### src/rtl/cnn_ctrl_pkg.sv
// Package: cnn_ctrl_pkg
// Shared definitions for the CNN PE controller: state encoding width and the
// FSM state enumeration used by cnn_pe_controller.
package cnn_ctrl_pkg;

  localparam int unsigned STATE_W = 4;

  typedef enum logic [STATE_W-1:0] {
    S_IDLE   = 4'd0,
    S_FIND   = 4'd1,
    S_CHECK  = 4'd2,
    S_READ   = 4'd3,
    S_MULT   = 4'd4,
    S_ACC    = 4'd5,
    S_WRITE  = 4'd6,
    S_WAIT   = 4'd7,
    S_NFILT  = 4'd8,
    S_RETIRE = 4'd9,
    S_ERROR  = 4'd10
  } state_t;

endpackage

### src/rtl/cnn_ctrl_perf_counters.sv
// Module: cnn_ctrl_perf_counters
// Saturating performance counters for the CNN PE controller. Present only when
// CNN_CTRL_PERF_EN is defined.
// Ports:
//   clk, rst      clock / synchronous active-high clear
//   stall_hold    FSM is holding in S_CHECK or S_WAIT this cycle
//   mac_step      FSM is in S_ACC this cycle
//   stall_cycles  count of held cycles, saturates at all-ones
//   mac_count     count of accumulate cycles, saturates at all-ones
`ifdef CNN_CTRL_PERF_EN
module cnn_ctrl_perf_counters #(
  parameter int unsigned WIDTH = 16
) (
  input  logic             clk,
  input  logic             rst,
  input  logic             stall_hold,
  input  logic             mac_step,
  output logic [WIDTH-1:0] stall_cycles,
  output logic [WIDTH-1:0] mac_count
);

  always_ff @(posedge clk) begin
    if (rst) begin
      stall_cycles <= '0;
      mac_count    <= '0;
    end else begin
      if (stall_hold && (stall_cycles != '1)) stall_cycles <= stall_cycles + WIDTH'(1);
      if (mac_step && (mac_count != '1))      mac_count    <= mac_count + WIDTH'(1);
    end
  end

endmodule
`endif

### src/rtl/cnn_pe_controller.sv
// Module: cnn_pe_controller
// FSM sequencing one CNN PE datapath: finds the next IFmap window, runs the
// read/multiply/accumulate loop per filter tap, hands results to the result
// buffer, steps strides and filters, and retires consumed IFmap rows.
// Ports:
//   clk, rst                      clock / synchronous active-high reset
//   start                         begin processing (sampled in S_IDLE only)
//   sp_valid, error               start_ptr valid / error_detector
//   filter_cannot_read, reading_empty   hold in S_CHECK while either is high
//   go_next_stride, stride_ended, is_last_filter   loop-exit conditions
//   stall[1:0]                    write buffer busy, nonzero holds S_WAIT
//   datapath strobes / local clears  one-hot-ish control outputs
//   busy                          FSM active (not idle, not errored)
//   err_flag                      sticky error indication, cleared by rst
// Optional feature macro: CNN_CTRL_PERF_EN adds stall_cycles / mac_count
// outputs (width PERF_CNT_WIDTH).
module cnn_pe_controller
  import cnn_ctrl_pkg::*;
#(
  parameter int unsigned PERF_CNT_WIDTH = 16
)
(
  input  logic       clk,
  input  logic       rst,
  input  logic       start,
  input  logic       sp_valid,
  input  logic       error,
  input  logic       filter_cannot_read,
  input  logic       reading_empty,
  input  logic       go_next_stride,
  input  logic       stride_ended,
  input  logic       is_last_filter,
  input  logic [1:0] stall,
  output logic       en_p_traverse,
  output logic       ren,
  output logic       ld_IF,
  output logic       mult_en,
  output logic       i_en,
  output logic       ld_result,
  output logic       en_f_counter,
  output logic       done,
  output logic       next_stride,
  output logic       next_filter,
  output logic       next_start,
  output logic       make_empty,
  output logic       rst_result,
  output logic       rst_stride,
  output logic       rst_stride_ended,
  output logic       rst_current_filter,
  output logic       rst_is_last_filter,
  output logic       rst_p_valid,
  output logic       rst_f_counter,
  output logic       busy,
  output logic       err_flag
`ifdef CNN_CTRL_PERF_EN
  ,
  output logic [PERF_CNT_WIDTH-1:0] stall_cycles,
  output logic [PERF_CNT_WIDTH-1:0] mac_count
`endif
);

  state_t state, state_nxt;

  always_ff @(posedge clk) begin
    if (rst) state <= S_IDLE;
    else     state <= state_nxt;
  end

  always_comb begin
    state_nxt = state;
    case (state)
      S_IDLE:   if (start) state_nxt = S_FIND;
      S_FIND: begin
        if (error)         state_nxt = S_ERROR;
        else if (sp_valid) state_nxt = S_CHECK;
      end
      S_CHECK: begin
        if (error)                                    state_nxt = S_ERROR;
        else if (!(filter_cannot_read || reading_empty)) state_nxt = S_READ;
      end
      S_READ:   state_nxt = S_MULT;
      S_MULT:   state_nxt = S_ACC;
      S_ACC:    state_nxt = go_next_stride ? S_WRITE : S_CHECK;
      S_WRITE:  state_nxt = S_WAIT;
      S_WAIT: begin
        if (stall == 2'b00) begin
          if (!stride_ended)       state_nxt = S_CHECK;
          else if (!is_last_filter) state_nxt = S_NFILT;
          else                     state_nxt = S_RETIRE;
        end
      end
      S_NFILT:  state_nxt = S_CHECK;
      S_RETIRE: state_nxt = S_FIND;
      S_ERROR:  state_nxt = S_ERROR;
      default:  state_nxt = S_IDLE;
    endcase
  end

  // Strobes are masked while rst is high so nothing fires in the cycle the
  // reset is being applied, whatever state is still registered.
  always_comb begin
    en_p_traverse      = 1'b0;
    ren                = 1'b0;
    ld_IF              = 1'b0;
    mult_en            = 1'b0;
    i_en               = 1'b0;
    ld_result          = 1'b0;
    en_f_counter       = 1'b0;
    done               = 1'b0;
    next_stride        = 1'b0;
    next_filter        = 1'b0;
    next_start         = 1'b0;
    make_empty         = 1'b0;
    rst_result         = 1'b0;
    rst_stride         = 1'b0;
    rst_stride_ended   = 1'b0;
    rst_current_filter = 1'b0;
    rst_is_last_filter = 1'b0;
    rst_p_valid        = 1'b0;
    rst_f_counter      = 1'b0;
    if (!rst) begin
      case (state)
        S_IDLE:  rst_f_counter = 1'b1;
        S_FIND:  en_p_traverse = 1'b1;
        S_READ: begin
          ren   = 1'b1;
          ld_IF = 1'b1;
        end
        S_MULT:  mult_en = 1'b1;
        S_ACC: begin
          ld_result    = 1'b1;
          i_en         = 1'b1;
          en_f_counter = 1'b1;
        end
        S_WRITE: done = 1'b1;
        S_WAIT: begin
          if (stall == 2'b00) begin
            rst_result  = 1'b1;
            next_stride = !stride_ended;
          end
        end
        S_NFILT: begin
          next_filter      = 1'b1;
          rst_stride       = 1'b1;
          rst_stride_ended = 1'b1;
        end
        S_RETIRE: begin
          make_empty         = 1'b1;
          next_start         = 1'b1;
          rst_p_valid        = 1'b1;
          rst_current_filter = 1'b1;
          rst_is_last_filter = 1'b1;
          rst_stride         = 1'b1;
          rst_stride_ended   = 1'b1;
          rst_f_counter      = 1'b1;
        end
        default: ;
      endcase
    end
  end

  assign busy     = (state != S_IDLE) && (state != S_ERROR);
  // S_ERROR is only left through rst, so the state decode is itself sticky.
  assign err_flag = (state == S_ERROR);

`ifdef CNN_CTRL_PERF_EN
  logic stall_hold;

  assign stall_hold = !rst &&
                      (((state == S_CHECK) && !error && (filter_cannot_read || reading_empty)) ||
                       ((state == S_WAIT) && (stall != 2'b00)));

  cnn_ctrl_perf_counters #(
    .WIDTH (PERF_CNT_WIDTH)
  ) u_perf (
    .clk          (clk),
    .rst          (rst),
    .stall_hold   (stall_hold),
    .mac_step     (state == S_ACC),
    .stall_cycles (stall_cycles),
    .mac_count    (mac_count)
  );
`endif

endmodule
### config.mk
export PLATFORM = sky130hd
export DESIGN_NAME = cnn_pe_controller
export DESIGN_NICKNAME = d
export VERILOG_FILES = /design/src/rtl/cnn_ctrl_pkg.sv /design/src/rtl/cnn_ctrl_perf_counters.sv /design/src/rtl/cnn_pe_controller.sv
export SDC_FILE = /design/constraint.sdc
export NUM_CORES = 1
export LEC_CHECK = 0
export ABC_AREA = 0
export CAP_MARGIN = 20
export CORE_UTILIZATION = 38
export CTS_BUF_LIST = sky130_fd_sc_hd__clkbuf_2 sky130_fd_sc_hd__clkbuf_4 sky130_fd_sc_hd__clkbuf_8
export CTS_CLUSTER_SIZE = 14
export DETAILED_ROUTE_END_ITERATION = 12
export HOLD_SLACK_MARGIN = 0.03
export PLACE_DENSITY = 0.8
export REMOVE_ABC_BUFFERS = 1
export SLEW_MARGIN = 0
export SYNTH_ARGS = -nofsm -noshare
export SYNTH_HDL_FRONTEND = slang
export SYNTH_SLANG_ARGS = --single-unit
export TNS_END_PERCENT = 5
### constraint.sdc
create_clock -name clk -period 1.7 [get_ports clk]
set_input_delay 0.34 -clock clk [delete_from_list [all_inputs] [get_ports clk]]
set_output_delay 0.34 -clock clk [all_outputs]
set_load 0.05 [all_outputs]
==> flow_summary.toml, run 1 <==
[run_status]
tool.error = "[ERROR DPL-0038] Utilization greater than 100%, impossible to legalize"
outcome = "did not finish"
stop_stage = "global routing (5_1_grt)"

[place]
placement.setup.worst_slack_ns = -0.323
place.port_buffers = 32
gp_congestion = 0.902
placed_cell_count = 126
hpwl_mm = 1.66

[synthesis]
netlist_top_cells_area = "sky130_fd_sc_hd__dfxtp_1 15%, sky130_fd_sc_hd__buf_4 14%, sky130_fd_sc_hd__nor2_1 4.8%"
synth.cell_area_um2 = 543
ys_ff_latch = 4
synthCells = 74
synth_top_cell_area_share_pct = 14.7
synth-seq-area-share_pct = 14.7
postSynthAreaPerCell_um2 = 7.34
synth_area_leader_cell = "sky130_fd_sc_hd__dfxtp_1"
yosysUniqueCellTypes = 33
synth_warnings = 0

[clock_tree]
number_of_buffers_inserted_during_clock_tree_synthesis = 3
clockRootBuffer = "sky130_fd_sc_hd__clkbuf_4"
level_count_of_the_clock_h_tree = 1
cts.sinks = 4
clock_path_buffers = 2

[die]
overall_die_width_um = 39.8
total_i_o_pin_count = 33
die_outline_height_um = 39.8
starting_density_of_the_core_pct = 41.2
placement_rows = 13

[timing]
timing.repair.worst_endpoint_type = "primary output"
crit_endpoint = "busy"

[grt]
grt_start_max_net_pins = 14
## what timing repair did
action / CTS
pin swaps: 5
buffers inserted: 2
hold buffers: 0
gates resized for setup: 23
endpoints found under the setup margin: 20
## metrics by stage
step                area [µm²]  utilization, %
floorplan                  450               -
global placement          1140            86.7
detailed placement        1140            86.7
CTS                       1260            95.6
## cells in the mapped netlist (all sizes together)
master  count
a21boi      2
a21oi       5
a41oi       1
and2        2
and3        3
buf        12
clkbuf      2
dfxtp       4
inv         3
nand2       3
nand2b      5
nor2        7
nor3        5
nor4        3
nor4b       1
o211ai      1
o21ai       4
o2bb2a      1
o31a        1
o31ai       1
o32a        2
o32ai       1
or2         1
or3         2
or4         1
xor2        1
## cell families after synthesis
logic type,share of synthesized area [%]
xor gates and xnor gates,1.61
and+or+nand+nor,35.3
AOI/OAI and AO/OA,29.3
buffers and inverters,19.1
DFF,14.7
==> run 2: changes to the inputs <==
- CORE_AREA: not set -> 2 2 63 65
- CORE_UTILIZATION: 38 -> not set
- CTS_BUF_LIST: sky130_fd_sc_hd__clkbuf_2 sky130_fd_sc_hd__clkbuf_4 sky130_fd_sc_hd__clkbuf_8 -> not set
- CTS_CLUSTER_SIZE: 14 -> not set
- DIE_AREA: not set -> 0 0 65 67
- HOLD_SLACK_MARGIN: 0.03 -> not set
- PLACE_DENSITY: 0.8 -> not set
- PLACE_DENSITY_LB_ADDON: not set -> 0.15
==> flow_summary.toml, run 2 <==
[route]
topRoutingLayerUsed = "met3"
route.layer.met1.wl_um = 818
detail_route.wirelength_mm = 1.90
detail_route.wl_per_cell_um = 11.8
drt_iter0_markers = 32
detail_route.drc_violations = 0
vias = 673
detail_route_met2_wl_mm = 1.00
vias_per_cell = 4.18
detailroute.wirelength.met3_um = 72
firstDrtPassIters = 4
ant_nets = 0

[power]
swShare_pct = 46.5
power-per-cell-area_nw_per_um2 = 1120
peakVddDrop_mv = 0.302
power_leakage_nw = 0.503
intPower_uw = 764
power_frac_clock_pct = 13.5
power.combinational.fraction_pct = 72.7
sequentialPowerShare_pct = 13.8
net-switching-power_uw = 665

[timing]
finalMaxSlewViolations = 0
worst_slew_pin_slew_ns = 0.275
timing.final.crit_period_ns = 1.66
final.hold.worst_slack_ns = 0.717
fmax_mhz = 602
grt_setup_unrepaired = "yes"
max_slew_margin_pct = 81.5
timing.final.setup_violations = 0
min_period_over_period_pct = 97.7
hold_viol = 0
setup_slack_ns = 0.0390
final.setup_skew_ns = 0.000447

[synthesis]
ys_top_cells_by_count = "10 x sky130_fd_sc_hd__buf_4, 7 x sky130_fd_sc_hd__nor2_1, 5 x sky130_fd_sc_hd__nor3_1"
synth_warnings = 0
yosys_most_used_dff = "sky130_fd_sc_hd__dfxtp_1"
yosysUniqueCellTypes = 33
synthCells = 74
synth_edf_count = 0
async_reset_ff_share_pct = 0
synth_area_leader_cell = "sky130_fd_sc_hd__dfxtp_1"
synth-seq-area-share_pct = 14.7
netlist_top_cells_area = "sky130_fd_sc_hd__dfxtp_1 15%, sky130_fd_sc_hd__buf_4 14%, sky130_fd_sc_hd__nor2_1 4.8%"
ys_ff_latch = 4
synth.cell_area_um2 = 543
postSynthAreaPerCell_um2 = 7.34
synth_top_cell_area_share_pct = 14.7
cell_with_the_most_instances_after_synthesis = "sky130_fd_sc_hd__buf_4"

[worst_setup_path]
crit_arrival_ns = 1.32
crit_path_max_fanout = 5
crit_path_end_kind = "output pin"
setup.worst_path.start_class = "primary input"
cp_data_required_time_ns = 1.36
path_class = "in -> out"

[cells_and_area]
largest_reg_flops = 4
area_delta_synth_final_pct = 135
antenna-diode-count = 0
commonest_non_fill_non_tap_cell_in_the_layout = "sky130_fd_sc_hd__buf_12"
footprint_of_the_multi_input_gates_um2 = 399
final_core_utilization_pct = 35.4
most-common-layout-cells = "21 x sky130_fd_sc_hd__buf_12, 14 x sky130_fd_sc_hd__buf_4, 8 x sky130_fd_sc_hd__clkdlybuf4s50_1, 7 x sky130_fd_sc_hd__nor2_1, 4 x sky130_fd_sc_hd__buf_6"
area.sequential_um2 = 87.6
registers.top_by_ff_count = "state"
share_of_final_layout_standard_cells_stronger_than_drive_strength_1_pct = 50.4
biggestRegsByFlops = "state (4)"
final_nets = 127
final.fill_count = 369

[die]
placeableCoreArea_um2 = 3610
overall_die_width_um = 65
die_outline_height_um = 67
placement_rows = 22
total_i_o_pin_count = 33
fp.dieArea_um2 = 4360
starting_density_of_the_core_pct = 15.1

[grt]
grt_util_all_layers_pct = 9.46
grt_antenna_before_repair = 0
first_global_vias = 681
grt_start_max_net_pins = 14
gr-total-overflow = 0
grt_pass1_wl_mm = 3.16

[clock_tree]
level_count_of_the_clock_h_tree = 1
clockRootBuffer = "sky130_fd_sc_hd__clkbuf_8"
path_clk_slew_ns = 0.03
cts.sinks = 4
cts_hold_buf = 0
clkLatencyLatePin_ns = 0.21
tritoncts = "built"
number_of_buffers_inserted_during_clock_tree_synthesis = 3
clock_path_buffers = 2

[run_status]
outcome = "finished, final reports clean"

[flow_run]
cap_viol_max_count = 0

[hold_path]
min-delay-path-class = "in -> reg"

[place]
placement.setup.worst_slack_ns = -0.222
gp_congestion = 0.775
place.port_buffers = 32
hpwl_mm = 1.54
[run 2: cell counts after synthesis]
Identical to the previous run, type by type.
[run 2: through the flow]
stage                     std cells  cell area, µm²  total power [mW]  setup TNS [ns]
after floorplan                  60             450             0.723          -20.22
after global placement          158            1180              1.17           -3.27
after detailed placement        158            1180              1.16           -2.71
after CTS                       161            1260              1.40               0
after global routing            161            1280              1.53          -0.184
final                           161            1280              1.43               0
[run 2: cell families after synthesis]
group,after synthesis,share of synthesized area [%]
AND/OR/NAND/NOR,33,35.3
flip-flops,4,14.7
XOR/XNOR,1,1.61
buffers and inverters,17,19.1
AO/OA/AOI/OAI,19,29.3
[run 2: power by group through the flow]
stage | Clock [mW] | Combinational, mW | Sequential, mW
CTS | 0.201 | 1.01 | 0.192
global route | 0.208 | 1.11 | 0.204
finish | 0.193 | 1.04 | 0.197
detailed placement | 0 | 0.983 | 0.176
global placement | 0 | 0.991 | 0.175
floorplan | 0 | 0.512 | 0.212
[run 2: per-layer routing]
metal / vias up / GRT usage [%]
met3: 0 / 2.20
met5: - / 0
met4: 0 / 3.19
met1: 318 / 11.2
met2: 15 / 16.6
li1: 340 / -
[run 2: worst max-delay path, stage by stage]
cell and delay [ns]:
sky130_fd_sc_hd__clkdlybuf4s15_1 0.21, sky130_fd_sc_hd__nor3_2 0.18, sky130_fd_sc_hd__buf_4 0.14, sky130_fd_sc_hd__and3_4 0.19, sky130_fd_sc_hd__buf_12 0.13, sky130_fd_sc_hd__buf_12 0.13
[run 2: repair_timing]
action,CTS,global route
pin swaps,3,0
endpoints found under the setup margin,19,12
resized for setup,15,5
gates cloned,0,0
buffers inserted,0,0
[run 2: final cells by class]
cell class	count	share of cell area [%]
Clock buffer	3	3.23
Inverter	3	0.881
Multi-Input combinational cell	53	31.2
Sequential cell	4	6.86
Tap cell	48	4.70
Timing Repair Buffer	50	53.1
[run 2: final timing paths]
check / startpoint / to / slack [ns] / cells after the start
setup / recovery: rst / next_start / 0.04 / 6
setup reg to reg: state[1]$_SDFFE_PP0P_ / state[0]$_SDFFE_PP0P_ / 0.19 / 5
hold / removal: rst / state[2]$_SDFFE_PP0P_ / 0.72 / 4
hold reg to reg: state[3]$_SDFFE_PP0P_ / state[2]$_SDFFE_PP0P_ / 0.73 / 4
Power figures use the tool's default switching activity.
